--- src/rtl/al_spi_flash_pkg.sv ---
// Shared encodings for the SPI flash command sequencer: host ops, response codes,
// FSM states and the standard flash opcodes.
package al_spi_flash_pkg;

    localparam logic [1:0] OP_READ    = 2'd0;
    localparam logic [1:0] OP_PROGRAM = 2'd1;
    localparam logic [1:0] OP_ERASE   = 2'd2;
    localparam logic [1:0] OP_RAW     = 2'd3;

    localparam logic [1:0] RESP_OK      = 2'b00;
    localparam logic [1:0] RESP_TIMEOUT = 2'b01;

    localparam logic [2:0] ST_IDLE = 3'd0;
    localparam logic [2:0] ST_WREN = 3'd1;
    localparam logic [2:0] ST_MAIN = 3'd2;
    localparam logic [2:0] ST_GAP  = 3'd3;
    localparam logic [2:0] ST_POLL = 3'd4;
    localparam logic [2:0] ST_RESP = 3'd5;

    localparam logic [7:0] OPC_WREN      = 8'h06;
    localparam logic [7:0] OPC_RDSR      = 8'h05;
    localparam logic [7:0] OPC_READ      = 8'h03;
    localparam logic [7:0] OPC_FAST_READ = 8'h0B;
    localparam logic [7:0] OPC_PP        = 8'h02;
    localparam logic [7:0] OPC_SE        = 8'h20;

    // Program and erase modify the array, so they need WREN first and WIP polling after.
    function automatic logic op_is_write(input logic [1:0] op);
        return (op == OP_PROGRAM) || (op == OP_ERASE);
    endfunction

endpackage

--- src/rtl/al_spi_flash_poll_timer.sv ---
// Inter-poll gap down-counter and saturating status-poll counter for the flash sequencer.
module al_spi_flash_poll_timer
    import al_spi_flash_pkg::*;
#(
    parameter logic [7:0]  POLL_GAP = 8'd16,
    parameter logic [23:0] POLL_MAX = 24'hFFFFFF
) (
    input  logic clk,
    input  logic rst,
    input  logic i_poll_clear,
    input  logic i_poll_inc,
    input  logic i_gap_load,
    output logic o_gap_done,
    output logic o_poll_at_max
);

    logic [7:0]  r_gap_cnt;
    logic [23:0] r_poll_cnt;

    always_ff @(posedge clk or posedge rst) begin
        if (rst) begin
            r_gap_cnt  <= 8'd0;
            r_poll_cnt <= 24'd0;
        end else begin
            if (i_gap_load) begin
                r_gap_cnt <= POLL_GAP;
            end else if (r_gap_cnt != 8'd0) begin
                r_gap_cnt <= r_gap_cnt - 8'd1;
            end
            if (i_poll_clear) begin
                r_poll_cnt <= 24'd0;
            end else if (i_poll_inc && (r_poll_cnt != 24'hFFFFFF)) begin
                r_poll_cnt <= r_poll_cnt + 24'd1;
            end
        end
    end

    assign o_gap_done    = (r_gap_cnt == 8'd0);
    assign o_poll_at_max = (r_poll_cnt == POLL_MAX);

endmodule

--- src/rtl/al_spi_flash_seq.sv ---
// Flash command sequencer: expands one host request into WREN / main command / RDSR polling
// transactions on the SPI engine command port.
module al_spi_flash_seq
    import al_spi_flash_pkg::*;
#(
    parameter logic [7:0]  CMD_WREN   = 8'h06,
    parameter logic [7:0]  CMD_RDSR   = 8'h05,
    parameter int unsigned STATUS_LSB = 24,
    parameter logic [7:0]  POLL_GAP   = 8'd16,
    parameter logic [23:0] POLL_MAX   = 24'hFFFFFF
) (
    input  logic        clk,
    input  logic        rst,
    input  logic        req_valid,
    output logic        req_ready,
    input  logic [1:0]  req_op,
    input  logic [7:0]  req_cmd,
    input  logic [23:0] req_addr,
    input  logic [5:0]  req_len,
    output logic        resp_valid,
    output logic [1:0]  resp_status,
    output logic        e_valid,
    input  logic        e_ready,
    output logic [7:0]  e_cmd,
    output logic [31:0] e_edata,
    output logic [1:0]  e_edata_wr_sz,
    output logic        e_edata_wr_valid,
    output logic [3:0]  e_dummy_sz,
    output logic        e_dummy_valid,
    output logic        e_mem_valid,
    output logic [5:0]  e_mem_length,
    output logic        e_mem_wr,
    input  logic [31:0] snp_wdata,
    input  logic        snp_wvalid,
    input  logic        snp_wready
);

    logic [2:0]  r_state;
    logic [1:0]  r_op;
    logic [7:0]  r_cmd;
    logic [23:0] r_addr;
    logic [5:0]  r_len;
    logic [1:0]  r_status;
    logic        r_skip;
    logic        r_captured;
    logic        r_wip;

    logic [2:0] w_state_nxt;
    logic [1:0] w_status_nxt;
    logic       w_accept;
    logic       w_hs;
    logic       w_snp_hit;
    logic       w_wip;
    logic       w_poll_inc;
    logic       w_gap_load;
    logic       w_gap_done;
    logic       w_poll_at_max;
    logic       w_unused_snp;

    assign w_accept  = (r_state == ST_IDLE) && req_valid;
    assign w_hs      = e_valid && e_ready;
    assign w_snp_hit = (r_state == ST_POLL) && snp_wvalid && snp_wready && !r_captured;
    // A poll that finishes without any status word is treated as still busy.
    assign w_wip     = r_captured ? r_wip : (w_snp_hit ? snp_wdata[STATUS_LSB] : 1'b1);
    assign w_unused_snp = ^snp_wdata;

    al_spi_flash_poll_timer #(
        .POLL_GAP (POLL_GAP),
        .POLL_MAX (POLL_MAX)
    ) u_poll_timer (
        .clk           (clk),
        .rst           (rst),
        .i_poll_clear  (w_accept),
        .i_poll_inc    (w_poll_inc),
        .i_gap_load    (w_gap_load),
        .o_gap_done    (w_gap_done),
        .o_poll_at_max (w_poll_at_max)
    );

    always_comb begin
        w_state_nxt  = r_state;
        w_status_nxt = r_status;
        w_poll_inc   = 1'b0;
        w_gap_load   = 1'b0;
        case (r_state)
            ST_IDLE: begin
                if (req_valid) begin
                    w_state_nxt  = op_is_write(req_op) ? ST_WREN : ST_MAIN;
                    w_status_nxt = RESP_OK;
                end
            end
            ST_WREN: if (w_hs) w_state_nxt = ST_MAIN;
            ST_MAIN: begin
                if (w_hs) begin
                    if (op_is_write(r_op)) begin
                        w_state_nxt = ST_POLL;
                        w_poll_inc  = 1'b1;
                    end else begin
                        w_state_nxt  = ST_RESP;
                        w_status_nxt = RESP_OK;
                    end
                end
            end
            ST_POLL: begin
                if (w_hs) begin
                    if (!w_wip) begin
                        w_state_nxt  = ST_RESP;
                        w_status_nxt = RESP_OK;
                    end else if (w_poll_at_max) begin
                        w_state_nxt  = ST_RESP;
                        w_status_nxt = RESP_TIMEOUT;
                    end else begin
                        w_state_nxt = ST_GAP;
                        w_gap_load  = 1'b1;
                    end
                end
            end
            ST_GAP: begin
                if (w_gap_done) begin
                    w_state_nxt = ST_POLL;
                    w_poll_inc  = 1'b1;
                end
            end
            ST_RESP: w_state_nxt = ST_IDLE;
            default: w_state_nxt = ST_IDLE;
        endcase
    end

    // r_skip forces one idle cycle on e_valid after every engine completion.
    always_ff @(posedge clk or posedge rst) begin
        if (rst) begin
            r_state    <= ST_IDLE;
            r_op       <= 2'd0;
            r_cmd      <= 8'd0;
            r_addr     <= 24'd0;
            r_len      <= 6'd0;
            r_status   <= RESP_OK;
            r_skip     <= 1'b0;
            r_captured <= 1'b0;
            r_wip      <= 1'b0;
        end else begin
            r_state  <= w_state_nxt;
            r_status <= w_status_nxt;
            r_skip   <= w_hs;
            if (w_accept) begin
                r_op   <= req_op;
                r_cmd  <= req_cmd;
                r_addr <= req_addr;
                r_len  <= req_len;
            end
            if (r_state != ST_POLL) begin
                r_captured <= 1'b0;
            end else if (w_snp_hit) begin
                r_captured <= 1'b1;
                r_wip      <= snp_wdata[STATUS_LSB];
            end
        end
    end

    always_comb begin
        req_ready        = (r_state == ST_IDLE);
        resp_valid       = (r_state == ST_RESP);
        resp_status      = (r_state == ST_RESP) ? r_status : 2'b00;
        e_valid          = ((r_state == ST_WREN) || (r_state == ST_MAIN) ||
                            (r_state == ST_POLL)) && !r_skip;
        e_cmd            = 8'd0;
        e_edata          = 32'd0;
        e_edata_wr_sz    = 2'd0;
        e_edata_wr_valid = 1'b0;
        e_dummy_sz       = 4'd0;
        e_dummy_valid    = 1'b0;
        e_mem_valid      = 1'b0;
        e_mem_length     = 6'd0;
        e_mem_wr         = 1'b0;
        case (r_state)
            ST_WREN: e_cmd = CMD_WREN;
            ST_MAIN: begin
                e_cmd = r_cmd;
                if (r_op != OP_RAW) begin
                    e_edata          = {r_addr, 8'h00};
                    e_edata_wr_sz    = 2'd2;
                    e_edata_wr_valid = 1'b1;
                end
                if (r_op == OP_READ) begin
                    e_mem_valid  = 1'b1;
                    e_mem_wr     = 1'b1;
                    e_mem_length = r_len;
                    if (r_cmd == OPC_FAST_READ) begin
                        e_dummy_valid = 1'b1;
                        e_dummy_sz    = 4'd7;
                    end
                end else if (r_op == OP_PROGRAM) begin
                    e_mem_valid  = 1'b1;
                    e_mem_length = r_len;
                end
            end
            ST_POLL: begin
                e_cmd       = CMD_RDSR;
                e_mem_valid = 1'b1;
                e_mem_wr    = 1'b1;
            end
            default: ;
        endcase
    end

endmodule

--- config.mk ---
export PLATFORM = sky130hd
export DESIGN_NAME = al_spi_flash_seq
export DESIGN_NICKNAME = d
export VERILOG_FILES = /design/src/rtl/al_spi_flash_pkg.sv /design/src/rtl/al_spi_flash_poll_timer.sv /design/src/rtl/al_spi_flash_seq.sv
export SDC_FILE = /design/constraint.sdc
export NUM_CORES = 1
export LEC_CHECK = 0
export BUFFER_PORTS_ARGS = -buffer_cell sky130_fd_sc_hd__buf_2
export CAP_MARGIN = 5
export CORE_AREA = 2 2 145 91
export CTS_BUF_LIST = sky130_fd_sc_hd__clkbuf_4 sky130_fd_sc_hd__clkbuf_8
export CTS_CLUSTER_DIAMETER = 60
export CTS_CLUSTER_SIZE = 24
export DETAILED_ROUTE_END_ITERATION = 16
export DIE_AREA = 0 0 147 93
export PLACE_DENSITY = 0.69
export SLEW_MARGIN = 20
export SYNTH_ARGS = -nofsm -noshare
export SYNTH_HDL_FRONTEND = slang
export SYNTH_SLANG_ARGS = --single-unit
--- constraint.sdc ---
create_clock -name clk -period 2.3 [get_ports clk]
set_input_delay 0.345 -clock clk [delete_from_list [all_inputs] [get_ports clk]]
set_output_delay 0.345 -clock clk [all_outputs]
set_load 0.02 [all_outputs]
After elaboration in Yosys (flattened, before gate mapping)

Index checks and enable logic that the tools add are counted.

$add $sub $neg: 2
Equality and inequality tests: 21
Mux-type cells: 55
Bitwise gates (word level): 1
Reductions and logical operators: 24

Operators by type and width:

| kind                    | count |
|---|---|
| $mux W32                | 2 |
| $mux W24                | 2 |
| $mux W3                 | 10 |
| $add A24 B1 Y24 const B | 1 |
| $eq A24 B24 Y1 const B  | 1 |
| $ne A24 B24 Y1 const B  | 1 |
| $pmux W8 S3             | 1 |
| $mux W1                 | 20 |
| $mux W2                 | 10 |
| $mux W6                 | 3 |
| $mux W8                 | 2 |
| $pmux W3 S5             | 1 |
| $ne A2 B2 Y1 const B    | 6 |
| $eq A8 B4 Y1 const B    | 1 |
| $logic_not A8 Y1        | 1 |
| $reduce_bool A8 Y1      | 1 |
| $sub A8 B1 Y8 const B   | 1 |
| $logic_and A1 B1 Y1     | 7 |
| $eq A3 B2 Y1 const B    | 2 |
| $eq A3 B3 Y1 const B    | 2 |
| $pmux W1 S2             | 3 |
| $pmux W2 S3             | 1 |
| $reduce_and A6 Y1       | 1 |
| $reduce_bool A2 Y1      | 3 |
| other kinds (14)        | 20 |

Register bits after elaboration: 80
Bits of input ports: 78
Output and inout bits: 61
Logic and storage cells: 114

Longest topological paths before layout

Depth in word-level cells: 10
Gate-level depth with buffers: 9
Gate-level depth less buffers: 7

Modules after synthesis

A second synthesis with hierarchy kept.

Cell total of the unflattened synthesis: 414
Area, all modules: 4425.5 µm²

By module, submodules not included:

| module                  | times used | cells each | area an instance (µm²) | sequential area each (µm²) |
|---|---|---|---|---|
| al_spi_flash_seq        | 1          | 231        | 2666.3                 | 1176.1 |
| al_spi_flash_poll_timer | 1          | 183        | 1759.2                 | 800.8 |

Worst setup path after synthesis

Ideal clock, no wire load.

Path kind: reg-to-reg
Start point: register u_poll_timer.r_gap_cnt[0]
End point: register u_poll_timer.r_poll_cnt[22]
Library setup time: 78 ps
Arrival time: 2397 ps
Required time: 2222 ps
Slack: -175 ps
Cell stages (with the launch flop): 9
Path buffers: 1
Period minus slack after synthesis: 2475 ps
Cells stage by stage: dfrtp_1 inv_1 ha_1 or4bb_1 a2bb2oi_1 or4b_1 buf_2 or4_1 a21oi_1

Word-level cells in the longest chain between the ends: 5

Ends and longest elaborated chain:

| element                             | RTL line                      | RTL |
|---|---|---|
| from (decl)                         | al_spi_flash_poll_timer.sv:17 | `logic [7:0] r_gap_cnt;` |
| from (signal assigned)              | al_spi_flash_poll_timer.sv:28 | `r_gap_cnt <= r_gap_cnt - 8'd1;` |
| $logic_not A8 Y1                    | al_spi_flash_poll_timer.sv:38 | `assign o_gap_done = (r_gap_cnt == 8'd0);` |
| $mux W1                             | al_spi_flash_seq.sv:119       | `if (w_gap_done) begin` |
| $pmux W1 S2                         | al_spi_flash_seq.sv:85        | `case (r_state)` |
| $logic_and A1 B1 Y1                 | al_spi_flash_poll_timer.sv:32 | `end else if (i_poll_inc && (r_poll_cnt != 24'hFFFFFF)) begin` |
| $reduce_bool A2 Y1 (no source line) | -                             |  |
| to (signal assigned)                | al_spi_flash_poll_timer.sv:33 | `r_poll_cnt <= r_poll_cnt + 24'd1;` |
| to (decl)                           | al_spi_flash_poll_timer.sv:18 | `logic [23:0] r_poll_cnt;` |

No other way between the ends.
A chain may end at the register's enable or synchronous reset.

Worst setup path in the final report

Start point: register u_poll_timer.r_gap_cnt[0]
End point: register u_poll_timer.r_poll_cnt[19]

The elaborated chain is that of the path after synthesis.

==> report_table.html <==
<table>
<tr><th>Metric</th><th>Value</th></tr>
<tr><th colspan="2">Layout</th></tr>
<tr><td>Antenna cells</td><td>0</td></tr>
<tr><td>Sequential cell area</td><td>1980 µm²</td></tr>
<tr><td>Final Instance Count excl. Fillers</td><td>slightly below 800</td></tr>
<tr><td>Number of nets in the final layout</td><td>692</td></tr>
<tr><td>Area of the multi-input gates</td><td>roughly 2100 µm²</td></tr>
<tr><td>Share of final-layout standard cells stronger than drive strength 1</td><td>about 31%</td></tr>
<tr><td>Relative area change from synthesis to final layout</td><td>28.1%</td></tr>
<tr><td>Count of filler cells inserted in the layout</td><td>around 1200</td></tr>
<tr><th colspan="2">Die</th></tr>
<tr><td>Core Rows</td><td>32</td></tr>
<tr><td>Die area</td><td>approximately 14000 µm²</td></tr>
<tr><td>I/O Pins</td><td>approximately 140</td></tr>
<tr><td>Die X</td><td>147 µm</td></tr>
<tr><td>Die span in y</td><td>~93 µm</td></tr>
<tr><td>Starting density of the core</td><td>between 30% and 40%</td></tr>
<tr><td>Area inside the core boundary</td><td>approximately 12000 µm²</td></tr>
<tr><th colspan="2">Detailed routing</th></tr>
<tr><td>Routed length per placed instance</td><td>about 14 µm</td></tr>
<tr><td>Total vias in the final route</td><td>between 3000 and 4000</td></tr>
<tr><td>Iteration-0 DRC Markers</td><td>around 270</td></tr>
<tr><td>Drt via density</td><td>a little under 5</td></tr>
<tr><td>Count of TritonRoute iterations in the first routing pass</td><td>4</td></tr>
<tr><td>Sum of routed wire length over all layers</td><td>between 10000 and 15000 µm</td></tr>
<tr><td>Count of antenna-violating nets left after detailed routing</td><td>0</td></tr>
<tr><td>Detailed-route DRC error count</td><td>0</td></tr>
<tr><th colspan="2">Place</th></tr>
<tr><td>Post-detailed-placement half-perimeter wirelength</td><td>7740 µm</td></tr>
<tr><td>Port Buffer Count</td><td>96</td></tr>
<tr><td>Instance count after placement with tap cells included</td><td>760</td></tr>
<tr><td>Gpl congestion</td><td>roughly 0.83</td></tr>
<tr><td>Place WS</td><td>-0.107 ns</td></tr>
<tr><th colspan="2">Worst setup path</th></tr>
<tr><td>Data required time of the critical path</td><td>between 2 and 3 ns</td></tr>
<tr><td>Register-to-register setup slack</td><td>-0.13 ns</td></tr>
<tr><td>Arrival time of data at the critical path endpoint</td><td>2.73 ns</td></tr>
<tr><td>Worst flop-to-flop path startpoint</td><td>u_poll_timer.r_gap_cnt[0]</td></tr>
<tr><td>Startpoint class of the critical path</td><td>flip-flop</td></tr>
<tr><td>Slowest cell on the critical path</td><td>or4_4</td></tr>
<tr><td>Maximum fanout along the worst path</td><td>6</td></tr>
<tr><td>Worst R2R Path Depth</td><td>8</td></tr>
<tr><td>Reg-to-reg endpoint</td><td>u_poll_timer.r_poll_cnt[19]</td></tr>
<tr><td>Critical Path End Type</td><td>flip-flop</td></tr>
<tr><td>Ordered list of cells on the worst path</td><td>inv_2 &gt; ha_4 &gt; or4bb_4 &gt; a2bb2oi_4 &gt; a211o_4 &gt; buf_6 &gt; or4_4 &gt; a21oi_2</td></tr>
<tr><td>Critical path's largest stage delay</td><td>0.51 ns</td></tr>
<tr><td>Critical Setup Path Class</td><td>reg -&gt; reg</td></tr>
<tr><th colspan="2">Status</th></tr>
<tr><td>Violations in the final reports</td><td>setup timing</td></tr>
<tr><td>Result of the run</td><td>finished with violations</td></tr>
<tr><th colspan="2">Pwr</th></tr>
<tr><td>Fraction of power consumed by combinational cells</td><td>~47%</td></tr>
<tr><td>Relative contribution of sequential cells to total power</td><td>36.7%</td></tr>
<tr><td>Worst vdd ir</td><td>0.435 mV</td></tr>
<tr><td>Power density of the placed cells</td><td>between 1000 and 1500 nW/µm²</td></tr>
<tr><td>Power Internal</td><td>3390 µW</td></tr>
<tr><td>Sw power</td><td>2450 µW</td></tr>
<tr><td>Fraction of power spent switching nets</td><td>between 40% and 50%</td></tr>
<tr><td>Relative contribution of the clock network to total power</td><td>16.4%</td></tr>
<tr><td>Leakage power</td><td>0.00269 µW</td></tr>
<tr><th colspan="2">STA</th></tr>
<tr><td>Slew Limit Headroom</td><td>34.7%</td></tr>
<tr><td>Worst Skew</td><td>between 0.007 and 0.008 ns</td></tr>
<tr><td>Clock period minus worst slack</td><td>2.43 ns</td></tr>
<tr><td>Share of the clock period used by the worst path</td><td>106%</td></tr>
<tr><td>Final-report setup violation count</td><td>13</td></tr>
<tr><td>F_max</td><td>around 410 MHz</td></tr>
<tr><td>Setup slack after layout</td><td>-0.131 ns</td></tr>
<tr><td>Hold Violations, Final</td><td>0</td></tr>
<tr><td>RSZ-0062 raised after global routing</td><td>yes</td></tr>
<tr><td>Hold slack</td><td>0.0774 ns</td></tr>
<tr><td>Final count of pins violating max slew</td><td>0</td></tr>
<tr><td>Worst-margin pin slew</td><td>between 0.9 and 1 ns</td></tr>
<tr><th colspan="2">CTS</th></tr>
<tr><td>TritonCTS buffer count</td><td>9</td></tr>
<tr><td>Number of H-tree levels</td><td>3</td></tr>
<tr><td>Clock Tree Buf Depth</td><td>2</td></tr>
<tr><td>Clock Pin Slew Worst Setup and Hold Paths</td><td>roughly 0.080 ns</td></tr>
<tr><td>Clock root cell</td><td>clkbuf_8</td></tr>
<tr><td>Clock tree from TritonCTS</td><td>built</td></tr>
<tr><td>CTS sink count</td><td>around 80</td></tr>
<tr><td>Clock latency of the later-clocked register in the worst-skew pair</td><td>0.37 ns</td></tr>
<tr><th colspan="2">Synth</th></tr>
<tr><td>Number of enable-type register cells in the synthesized netlist</td><td>0</td></tr>
<tr><td>Netlist area before placement</td><td>4220 µm²</td></tr>
<tr><td>Async S/R FF share, synth</td><td>100%</td></tr>
<tr><td>Instance count of the mapped netlist</td><td>~490</td></tr>
<tr><td>Count of cell types in the netlist</td><td>53</td></tr>
<tr><td>Flop and latch count out of synthesis</td><td>approximately 80</td></tr>
<tr><td>Total of warnings raised by yosys</td><td>0</td></tr>
<tr><td>Most instantiated flip-flop cell in the synthesis netlist</td><td>dfrtp_1</td></tr>
<tr><td>Post-Synthesis Mean Instance Area</td><td>8.66 µm²</td></tr>
<tr><td>Seq/Total Area, Yosys</td><td>46.9%</td></tr>
<tr><th colspan="2">GRT</th></tr>
<tr><td>Global route overflow</td><td>0</td></tr>
<tr><td>Wire length of the first global-routing pass</td><td>18200 µm</td></tr>
<tr><td>GRT Resource Usage Total</td><td>around 16%</td></tr>
<tr><td>Number of global-route vias before repair</td><td>around 3800</td></tr>
<tr><td>Antenna violations before repair</td><td>0</td></tr>
<tr><td>Pin count of the biggest net entering global routing</td><td>80</td></tr>
<tr><th colspan="2">Job</th></tr>
<tr><td>Maxcap violations</td><td>0</td></tr>
<tr><th colspan="2">Hold path</th></tr>
<tr><td>Worst min path class</td><td>in -&gt; async</td></tr>
</table>
==> cell usage after synthesis, types with 9 or more instances <==
cell type	n	area share [%]
buf_4	15	2.7
a21oi_1	25	3.0
o31ai_1	11	2.0
or3_1	11	1.6
nor2_1	21	1.9
nand3_1	10	1.2
o21ai_0	15	1.8
and2_1	38	5.6
or4_1	9	1.6
dfrtp_1	79	47
nor3_1	10	1.2
nand2_1	138	12
clkbuf_1	20	1.8
==> power groups by stage <==
| stage | Combinational [µW] | Clock (µW) | Sequential, µW |
|---|---|---|---|
| 2_1_floorplan | 1750 | 0 | 2080 |
| 3_3_place_gp | 2490 | 0 | 2120 |
| 3_5_place_dp | 2580 | 0 | 2150 |
| 4_1_cts | 2680 | 992 | 2130 |
| 5_1_grt | 3040 | 1060 | 2200 |
| 6_report | 2740 | 958 | 2140 |
==> registers in the layout, indices dropped and copies added, names as in the netlist, 2 cells and up <==
| register | flops |
|---|---|
| r_addr | 24 |
| r_cmd | 8 |
| r_state | 3 |
| u_poll_timer.r_poll_cnt | 24 |
| r_len | 6 |
| u_poll_timer.r_gap_cnt | 8 |
| r_op | 2 |
==> cell families (layout without fill, tap and decap cells) <==
family          Yosys count  count (layout)  synth area share [%]
other cells               1              11                0.0889
flops                    79              79                  46.9
xor+xnor                  9               9                  1.87
fa+ha+maj                 6               6                  1.78
buf+inv                  47             163                  5.87
compound gates           66              66                  9.64
simple gates            273             273                  32.4
mux                       6               6                  1.48
==> through the flow <==
stage	area (µm²)	TNS, ns	utilization [%]	power (µW)
final	5400	-0.738	43.5	5840
after global routing	5400	-2.41	43.5	6300
after CTS	5320	-1.24	42.9	5810
after detailed placement	5050	-1.02	40.7	4740
after global placement	5050	-0.173	40.7	4620
after floorplan	4270	-0.0365	-	3830
==> worst max-delay path: cells and delay by family (launching register included) <==
family          cells  cell delay (ns)
simple gates        2             0.98
compound gates      3             0.63
flops               1             0.41
buf+inv             2             0.22
fa+ha+maj           1             0.13
==> how the worst max path moves through the flow <==
stage / start / endpoint / slack, ns / cells past startpoint
6_report: u_poll_timer.r_gap_cnt[0] / u_poll_timer.r_poll_cnt[19] / -0.13 / 8
5_1_grt: u_poll_timer.r_gap_cnt[0] / u_poll_timer.r_poll_cnt[19] / -0.21 / 8
4_1_cts: u_poll_timer.r_gap_cnt[0] / u_poll_timer.r_poll_cnt[19] / -0.15 / 8
3_5_place_dp: u_poll_timer.r_gap_cnt[0] / u_poll_timer.r_poll_cnt[5] / -0.11 / 8
3_3_place_gp: u_poll_timer.r_gap_cnt[0] / u_poll_timer.r_poll_cnt[22] / -0.06 / 7
2_1_floorplan: u_poll_timer.r_gap_cnt[1] / u_poll_timer.r_poll_cnt[22] / -0.04 / 8
==> per-layer routing <==
layer | track usage (%) | wire length (µm) | vias to the layer above
li1 | - | - | 1860
met1 | 21.2 | 4970 | 1903
met2 | 27.5 | 5390 | 107
met3 | 4.73 | 534 | 9
met4 | 4.09 | 84 | 0
met5 | 0 | 0 | -
==> cell type report <==
class / instances / area share (%)
multi-input cells: 371 / 39.7
clock buffers: 11 / 2.69
well taps: 170 / 3.94
clock inverters: 5 / 0.625
inverters: 8 / 0.625
flip-flops and latches: 79 / 36.6
repair buffers: 139 / 15.8
==> timing repair <==
item | CTS | global route
setup endpoints to repair | 27 | 39
resized for setup | 11 | 15
pin swaps | 16 | 5
setup buffers | 6 | 1
hold buffers | 0 | 0
==> cells in the final DEF, fill, tap and decap left out, types with 4 or more instances in the layout <==
cell,count
a21oi_1,23
and2_1,37
and4_1,4
buf_2,96
buf_4,37
clkbuf_8,10
conb_1,11
dfrtp_1,78
ha_1,5
inv_1,5
mux2i_1,4
nand2_1,138
nand2b_1,5
nand3_1,9
nand4_1,6
nor2_1,20
nor3_1,7
o21ai_0,15
o31ai_1,9
or3_1,11
or4_1,7
xnor2_1,4
xor2_1,5
Note: power is estimated with default switching activity, not from simulation.
